===== src/rtl/div_unit_pkg.sv =====
// Shared types and constants for the multi-cycle integer divider.
package div_unit_pkg;

  // Divider controller states; the encodings are fixed because other EX-stage logic decodes them.
  typedef enum logic [1:0] {
    DIV_FREE = 2'b00,
    DIV_BUSY = 2'b01,
    DIV_FINI = 2'b10,
    DIV_ZERO = 2'b11
  } div_state_e;

  localparam logic [31:0] ZeroWord = 32'h0000_0000;

endpackage


===== src/rtl/div_step.sv =====
// One radix-2 restoring division iteration: shift {rem, quo} left, trial-subtract the divisor.
module div_step #(
  parameter int unsigned WIDTH = 32
) (
  input  logic [WIDTH-1:0] rem,
  input  logic [WIDTH-1:0] quo,
  input  logic [WIDTH-1:0] divisor,
  output logic [WIDTH-1:0] rem_next,
  output logic [WIDTH-1:0] quo_next
);

  logic [WIDTH:0] shifted;
  logic           fits;

  // Keep the difference only when the shifted partial remainder covers the divisor.
  always_comb begin
    shifted  = {rem, quo[WIDTH-1]};
    fits     = (shifted >= {1'b0, divisor});
    rem_next = shifted[WIDTH-1:0];
    quo_next = {quo[WIDTH-2:0], 1'b0};
    if (fits) begin
      rem_next    = WIDTH'(shifted - {1'b0, divisor});
      quo_next[0] = 1'b1;
    end
  end

endmodule


===== src/rtl/div_unit.sv =====
// Multi-cycle signed/unsigned integer divider for the EX stage; result = {remainder, quotient}.
// Optional build macro DIV_EARLY_TERM_EN: finish early when |a| < |b| (quotient 0, remainder a).
module div_unit
  import div_unit_pkg::*;
#(
  parameter int unsigned WIDTH = 32
) (
  input  logic               clk,
  input  logic               rst,
  input  logic               signed_div,
  input  logic [WIDTH-1:0]   a,
  input  logic [WIDTH-1:0]   b,
  input  logic               start,
  input  logic               stop,
  output logic [2*WIDTH-1:0] result,
  output logic               ready
);

  localparam int unsigned CntW = $clog2(WIDTH) + 1;

  div_state_e       state_q;
  div_state_e       state_d;
  logic [WIDTH-1:0] rem_q;
  logic [WIDTH-1:0] quo_q;
  logic [WIDTH-1:0] dvsr_q;
  logic [CntW-1:0]  cnt_q;
  logic             qsign_q;
  logic             rsign_q;

  logic [WIDTH-1:0] a_mag_c;
  logic [WIDTH-1:0] b_mag_c;
  logic [WIDTH-1:0] rem_step_c;
  logic [WIDTH-1:0] quo_step_c;
  logic             accept_c;
  logic             b_zero_c;
  logic             early_c;

  // Operand magnitudes: negate only signed operands whose sign bit is set.
  assign a_mag_c  = (signed_div && a[WIDTH-1]) ? (~a + WIDTH'(1)) : a;
  assign b_mag_c  = (signed_div && b[WIDTH-1]) ? (~b + WIDTH'(1)) : b;
  assign accept_c = (state_q == DIV_FREE) && start && !stop;
  assign b_zero_c = (b == '0);

  // Short-circuit when the dividend magnitude is already smaller than the divisor.
`ifdef DIV_EARLY_TERM_EN
  assign early_c = !b_zero_c && (a_mag_c < b_mag_c);
`else
  assign early_c = 1'b0;
`endif

  div_step #(.WIDTH(WIDTH)) u_step (
    .rem      (rem_q),
    .quo      (quo_q),
    .divisor  (dvsr_q),
    .rem_next (rem_step_c),
    .quo_next (quo_step_c)
  );

  // State register.
  always_ff @(posedge clk) begin
    if (rst) state_q <= DIV_FREE;
    else     state_q <= state_d;
  end

  // Next-state logic; ZERO is a one-cycle detour so trivial cases still take two cycles.
  always_comb begin
    state_d = state_q;
    case (state_q)
      DIV_FREE: if (accept_c) state_d = (b_zero_c || early_c) ? DIV_ZERO : DIV_BUSY;
      DIV_BUSY: begin
        if (stop)                            state_d = DIV_FREE;
        else if (cnt_q == CntW'(WIDTH - 1))  state_d = DIV_FINI;
      end
      DIV_ZERO: state_d = DIV_FINI;
      DIV_FINI: if (ready) state_d = DIV_FREE;
      default:  state_d = DIV_FREE;
    endcase
  end

  // Datapath: operand capture, iteration, sign fix-up and the registered ready pulse.
  always_ff @(posedge clk) begin
    if (rst) begin
      rem_q   <= '0;
      quo_q   <= '0;
      dvsr_q  <= '0;
      cnt_q   <= '0;
      qsign_q <= 1'b0;
      rsign_q <= 1'b0;
      result  <= '0;
      ready   <= 1'b0;
    end else begin
      case (state_q)
        DIV_FREE: begin
          ready <= 1'b0;
          if (accept_c) begin
            result  <= '0;
            dvsr_q  <= b_mag_c;
            qsign_q <= signed_div & (a[WIDTH-1] ^ b[WIDTH-1]);
            rsign_q <= signed_div & a[WIDTH-1];
            cnt_q   <= '0;
            if (b_zero_c) begin
              rem_q <= '0;
              quo_q <= WIDTH'(ZeroWord);
            end else if (early_c) begin
              rem_q <= a_mag_c;
              quo_q <= WIDTH'(ZeroWord);
            end else begin
              rem_q <= '0;
              quo_q <= a_mag_c;
            end
          end
        end
        DIV_BUSY: begin
          if (!stop) begin
            rem_q <= rem_step_c;
            quo_q <= quo_step_c;
            cnt_q <= cnt_q + CntW'(1);
          end
        end
        DIV_FINI: begin
          if (!ready) begin
            ready  <= 1'b1;
            result <= {rsign_q ? (~rem_q + WIDTH'(1)) : rem_q,
                       qsign_q ? (~quo_q + WIDTH'(1)) : quo_q};
          end else begin
            ready <= 1'b0;
          end
        end
        default: ;
      endcase
    end
  end

endmodule


===== config.mk =====
export PLATFORM = sky130hd
export DESIGN_NAME = div_unit
export DESIGN_NICKNAME = d
export VERILOG_FILES = /design/src/rtl/div_unit_pkg.sv /design/src/rtl/div_step.sv /design/src/rtl/div_unit.sv
export SDC_FILE = /design/constraint.sdc
export NUM_CORES = 1
export LEC_CHECK = 0
export ABC_CLOCK_PERIOD_IN_PS = 5400
export CORE_UTILIZATION = 55
export CTS_CLUSTER_DIAMETER = 150
export DETAILED_ROUTE_END_ITERATION = 12
export GPL_TIMING_DRIVEN = 0
export PLACE_DENSITY = 0.88
export SLEW_MARGIN = 20
export SYNTH_ARGS = -nofsm -noshare
export SYNTH_HDL_FRONTEND = slang
export SYNTH_SLANG_ARGS = --single-unit

===== constraint.sdc =====
create_clock -name clk -period 5.4 [get_ports clk]
set_input_delay 0.54 -clock clk [delete_from_list [all_inputs] [get_ports clk]]
set_output_delay 0.54 -clock clk [all_outputs]
set_load 0.01 [all_outputs]

==> reports/metrics.yaml, run 1 <==
worst_slew_margin_rel: 0.473
io_buffers: 133
hold_depth: 2
htreeDepth: 4
pwr-share-clk: 0.372
slowest_stage: "dfxtp_1"
synthesis.instances: 1361
hold_viol: 0
postCtsSetupBuffers: 0
drt-total-wl_mm: 31.6
place_ws_ns: 1.54
clkSinkCount: 171
die_area_um2: 20200
synth_edf_count: 0
synthToLayoutAreaGrowth_pct: 20.7
worst-setup-path-type: "reg -> reg"
die_w_um: 142
io_pins: 134
crit_path_end_kind: "register"
die_h_um: 142
dpl.hpwl_mm: 24.9
synth_top_cell_by_area: "dfxtp_1"
ant_nets: 0
vias_per_cell: 6.12
grt_overflow: 0
synth_common_cells: "dfxtp_1 (171), nor2_1 (163), nand2_1 (112)"
synth_top_area_share: 0.316
required_ns: 5.71
total_power_mw: 3.29
drive_above_1_share: 0.0367
grt_pass1_vias: 10100
fmax_ghz: 0.279
crit_top_cell: "buf_2"
clkLatencyLatePin_ns: 0.44
worstHoldStart: "dvsr_q[25]"
ys_async_sr_fraction: 0
cp_max_fo: 10
drt-wirelength-per-cell_um: 17.7
critPathArrivalTime_ns: 3.90
gp_congestion: 0.939
post_cts_resized: 0
internal_power_mw: 2.29
fin_cells: 1786
grt_max_degree: 17
fp-row-count: 50
powerDensity_nw_per_um2: 252
fin_ws_ns: 1.81
place_area_um2: 12500
cts_hold_buf: 0
syn_area_um2: 10800
antenna_cells: 0
synth.avg_cell_area_um2: 7.95
layout.nets: 1620
yosysSeqAreaShare: 0.316
clock_path_buffers: 2
dr.pass1.iters: 9
post-synth-top-count-cell: "dfxtp_1"
rsz0062_at_grt: "false"
vias: 10900
ys_types: 69
crit_chain: "ha_1 > clkbuf_1 > nand2_1 > nor4_1 > nand3_1 > o31ai_1 > nor3_1 > a21oi_1 > buf_2 > buf_2 > mux2i_1 > o21ai_0"
design_area_um2: 13100
dp.cells: 1754
drtIter0Drc: 1069
drc: 0
start_util: 0.569
period_minus_slack_ns: 3.59
finalClockSkew_ns: 0.00973
worstMarginPinSlew_ns: 0.781
yosys_warnings: 0
p_switching_mw: 1.00
fin_crit_sh: 0.665
ys_ff_latch: 171
final_max_slew_viol_count: 0
start_kind: "register"
swShare: 0.305
tns_ns: 0
antenna_found_initial: 0
finish.utilization: 0.687
synth-main-ff-cell: "dfxtp_1"
root_buffer: "clkbuf_16"
syn-num-nets: 1468
grt_pass1_wl_mm: 50.6
startpoint: "rem_q[18]"
setup_viol: 0
synthTopCellsByArea: "dfxtp_1 (32%), xnor2_1 (7.3%), nor2_1 (5.7%), o21ai_0 (4.3%), ha_1 (4.3%)"
timing.hold.ws_ns: 0.458
max-cap-violations: 0
worstRegToRegCells: 12
leakagePower_nw: 4.79
numCtsBuffers: 17
p_comb_frac: 0.210
grt_usage: 0.317
cts_tree: "built"
n_fill_cell: 1589
r2r-start: "rem_q[18]"
core_um2: 19000
cts.clk_slew.worst_paths_ns: 0.07
seqPwrFrac: 0.418
status: "finished, final reports clean"
irDropWorstVdd_uv: 204
hold_path.class: "reg -> reg"
slowest_delay_ns: 0.59
[layout make-up]
type                       instances  area [um^2]  area share
inverter                          53          199      0.0152
buffer                            86          328      0.0251
multi-input combinational       1051         6870       0.526
timing repair buffer             133         1330       0.102
sequential                       171         3420       0.262
clock inverter                    13          140      0.0107
tap                              260          325      0.0249
clock buffer                      19          443      0.0339
[placed cells by master, fill, tap and decap left out, types with 26 or more instances in the layout]
cell / Yosys / final
mux2i_1: 26 / 26
ha_1: 37 / 37
nor3_1: 37 / 37
nor2_1: 163 / 163
xnor2_1: 90 / 90
clkdlybuf4s50_1: 0 / 133
a22oi_1: 34 / 34
a211oi_1: 29 / 29
clkbuf_1: 77 / 78
nand2_1: 112 / 112
o31ai_1: 30 / 30
dfxtp_1: 171 / 171
inv_1: 53 / 53
nand3_1: 27 / 27
a21oi_1: 65 / 65
xor2_1: 51 / 51
a221oi_1: 26 / 26
o21ai_0: 94 / 94
[per-layer routing]
metal	share of wire	routed length (um)	vias to the layer above	GRT usage
met4	0.021	669	0	0.101
li1	-	-	5270	-
met5	0	0	-	0
met3	0.096	3050	64	0.0713
met2	0.43	13800	524	0.492
met1	0.45	14200	5075	0.434
[cells by family after synthesis]
| family | synth area share |
|---|---|
| AND/OR/NAND/NOR | 0.195 |
| AO/OA/AOI/OAI | 0.257 |
| flip-flops | 0.316 |
| XOR/XNOR | 0.114 |
| buffers and inverters | 0.0487 |
| adder cells (fa/ha/maj) | 0.0446 |
| multiplexers | 0.0240 |
[power by group through the flow]
| stage | clock network (mW) | logic, mW | registers [mW] |
|---|---|---|---|
| final | 1.22 | 0.691 | 1.37 |
| after global routing | 1.27 | 0.754 | 1.38 |
| after CTS | 1.22 | 0.677 | 1.37 |
| after detailed placement | 0 | 0.673 | 1.40 |
| after global placement | 0 | 0.659 | 1.39 |
| after floorplan | 0 | 0.467 | 1.38 |
[registers in the layout, summed over array words and instances, names as in the netlist]
name	count
rem_q	32
state_q	2
qsign_q	1
cnt_q	6
rsign_q	1
dvsr_q	32
quo_q	32
result	64
ready	1
[worst max-delay path, delay by kind of cell, from the launching register on]
kind	cells	cell delay (ns)
muxes	1	0.23
buffers and inverters	3	0.89
adders and majority gates	1	0.21
DFF	1	0.59
AOI/OAI and AO/OA	3	0.56
and+or+nand+nor	4	0.97
[path summary, 6_finish.rpt]
path	slack, ns	endpoint
worst max register to register	1.81	rem_q[8]
worst max-delay path	1.81	rem_q[8]
worst min-delay path	0.46	dvsr_q[25]
worst min register to register	0.46	dvsr_q[25]
No activity file was read; power rests on OpenSTA's default activity.
==> run 2: changes to the inputs <==
--- a/config.mk
+++ b/config.mk
@@ -5,7 +5,7 @@
 export SDC_FILE = /design/constraint.sdc
 export NUM_CORES = 1
 export LEC_CHECK = 0
-export ABC_CLOCK_PERIOD_IN_PS = 5400
+export ABC_CLOCK_PERIOD_IN_PS = 3380
 export CORE_UTILIZATION = 55
 export CTS_CLUSTER_DIAMETER = 150
 export DETAILED_ROUTE_END_ITERATION = 12
==> constraint.sdc (replaced) <==
create_clock -name clk -period 3.38 [get_ports clk]
set_input_delay 0.338 -clock clk [delete_from_list [all_inputs] [get_ports clk]]
set_output_delay 0.338 -clock clk [all_outputs]
set_load 0.01 [all_outputs]
==> run 2 against run 1 <==
  * Power is 60% higher
  * Register-to-register slack worse by 1.7 ns
  * Combinational power rose by 62%
  * Worst setup slack worse by 1.7 ns
  * Critical path depth is 2 lower
  * Die area stayed put
  * Sequential share of layout area about the same
  * Clock-buffer cell count unchanged
  * Largest cell class unchanged
==> reports/metrics.yaml, run 2 (synthesized netlist as in run 1, its figures left out) <==
gp_congestion: 0.939
ant_nets: 0
cts.clk_slew.worst_paths_ns: 0.07
postCtsSetupBuffers: 0
r2r-start: "rem_q[0]"
core_um2: 19000
design_area_um2: 13100
cts_hold_buf: 0
start_util: 0.569
hold_path.class: "reg -> reg"
clkLatencyLatePin_ns: 0.44
largest_register: "result"
drive_above_1_share: 0.0420
drc: 0
die_area_um2: 20200
antenna_found_initial: 0
dpl.hpwl_mm: 24.9
layout.nets: 1617
io_buffers: 133
finish.utilization: 0.688
worstHoldStart: "dvsr_q[25]"
powerDensity_nw_per_um2: 402
final_max_slew_viol_count: 0
grt_max_degree: 17
drt-total-wl_mm: 31.9
leakagePower_nw: 4.79
start_kind: "register"
grt_pass1_vias: 10100
mostFrequentLayoutCells: "dfxtp_1 (168), nor2_1 (163), clkdlybuf4s50_1 (133)"
fmax_ghz: 0.310
place_ws_ns: -0.279
grt_usage: 0.317
cts_tree: "built"
period_minus_slack_ns: 3.23
fin_ws_ns: 0.152
vias: 11000
fin_crit_sh: 0.955
clock_path_buffers: 2
grt_overflow: 0
die_w_um: 142
setup_viol: 0
fp-row-count: 50
drt-wirelength-per-cell_um: 17.9
numCtsBuffers: 17
crit_path_end_kind: "register"
required_ns: 3.71
root_buffer: "clkbuf_16"
cp_max_fo: 10
synthToLayoutAreaGrowth_pct: 21.0
n_fill_cell: 1587
layout_commonest_cell: "dfxtp_1"
max-cap-violations: 0
hold_viol: 0
grt_pass1_wl_mm: 50.7
io_pins: 134
largest_register_ffs: 64
dr.pass1.iters: 7
status: "finished, final reports clean"
worstMarginPinSlew_ns: 0.777
clkSinkCount: 171
drtIter0Drc: 1100
startpoint: "rem_q[0]"
place_area_um2: 12500
critPathArrivalTime_ns: 3.56
worst-setup-path-type: "reg -> reg"
finalClockSkew_ns: 0.0116
vias_per_cell: 6.15
htreeDepth: 4
die_h_um: 142
irDropWorstVdd_uv: 326
worst_slew_margin_rel: 0.476
antenna_cells: 0
[run 2: changes by cell type in the layout (fill, tap and decap cells not counted), sizes merged]
cell,change
clkbuf,-3
[run 2: power by group]
part           total, mW  internal, mW  switching [mW]
Sequential          2.20          2.09           0.104
Combinational       1.12         0.457           0.661
Clock               1.95          1.11           0.843
Total               5.27          3.66            1.61
[run 2: per-layer routing]
| metal | track usage | up-vias | part of all wire |
|---|---|---|---|
| li1 | - | 5253 | - |
| met3 | 0.0713 | 70 | 0.10 |
| met2 | 0.494 | 564 | 0.43 |
| met1 | 0.433 | 5073 | 0.44 |
| met5 | 0 | - | 0 |
| met4 | 0.101 | 0 | 0.024 |
[run 2: worst max-delay path: stages (launching register included)]
cell	delay [ns]
dfxtp_1	0.54
ha_1	0.31
nor2b_1	0.15
o31ai_1	0.41
a211oi_2	0.20
o31ai_2	0.39
a21o_1	0.19
a21o_1	0.18
clkbuf_1	0.38
nand2_1	0.10
a32o_1	0.26
[run 2: final timing paths]
path                end  slack, ns  depth (start not counted)
min reg2reg  dvsr_q[25]       0.46                          2
min          dvsr_q[25]       0.46                          2
max reg2reg    rem_q[2]       0.15                         10
max            rem_q[2]       0.15                         10
[run 2: final cells by class]
class / instances / area, um^2 / share of cell area
buffer: 83 / 322 / 0.0246
clock buffer: 19 / 443 / 0.0338
clock inverter: 13 / 140 / 0.0107
inverter: 53 / 199 / 0.0152
multi-input combinational: 1051 / 6910 / 0.527
sequential: 171 / 3430 / 0.262
tap: 260 / 325 / 0.0248
timing repair buffer: 133 / 1330 / 0.102
[run 2: repair_timing]
action	CTS	global route
gates resized for setup	3	10
endpoints found under the setup margin	24	46
endpoints found under the hold margin	0	0
[run 2: stage by stage]
| step | std cells | total power [mW] | hold WS [ns] | setup TNS, ns |
|---|---|---|---|---|
| 6_report | 1783 | 5.27 | 0.457 | 0 |
| 5_1_grt | 1783 | 5.45 | 0.491 | -0.00157 |
| 4_1_cts | 1786 | 5.22 | 0.457 | 0 |
| 3_5_place_dp | 1754 | 3.31 | 0.449 | -6.83 |
| 3_3_place_gp | 1754 | 3.28 | 0.441 | -4.49 |
| 2_1_floorplan | 1361 | 2.94 | 0.432 | 0 |
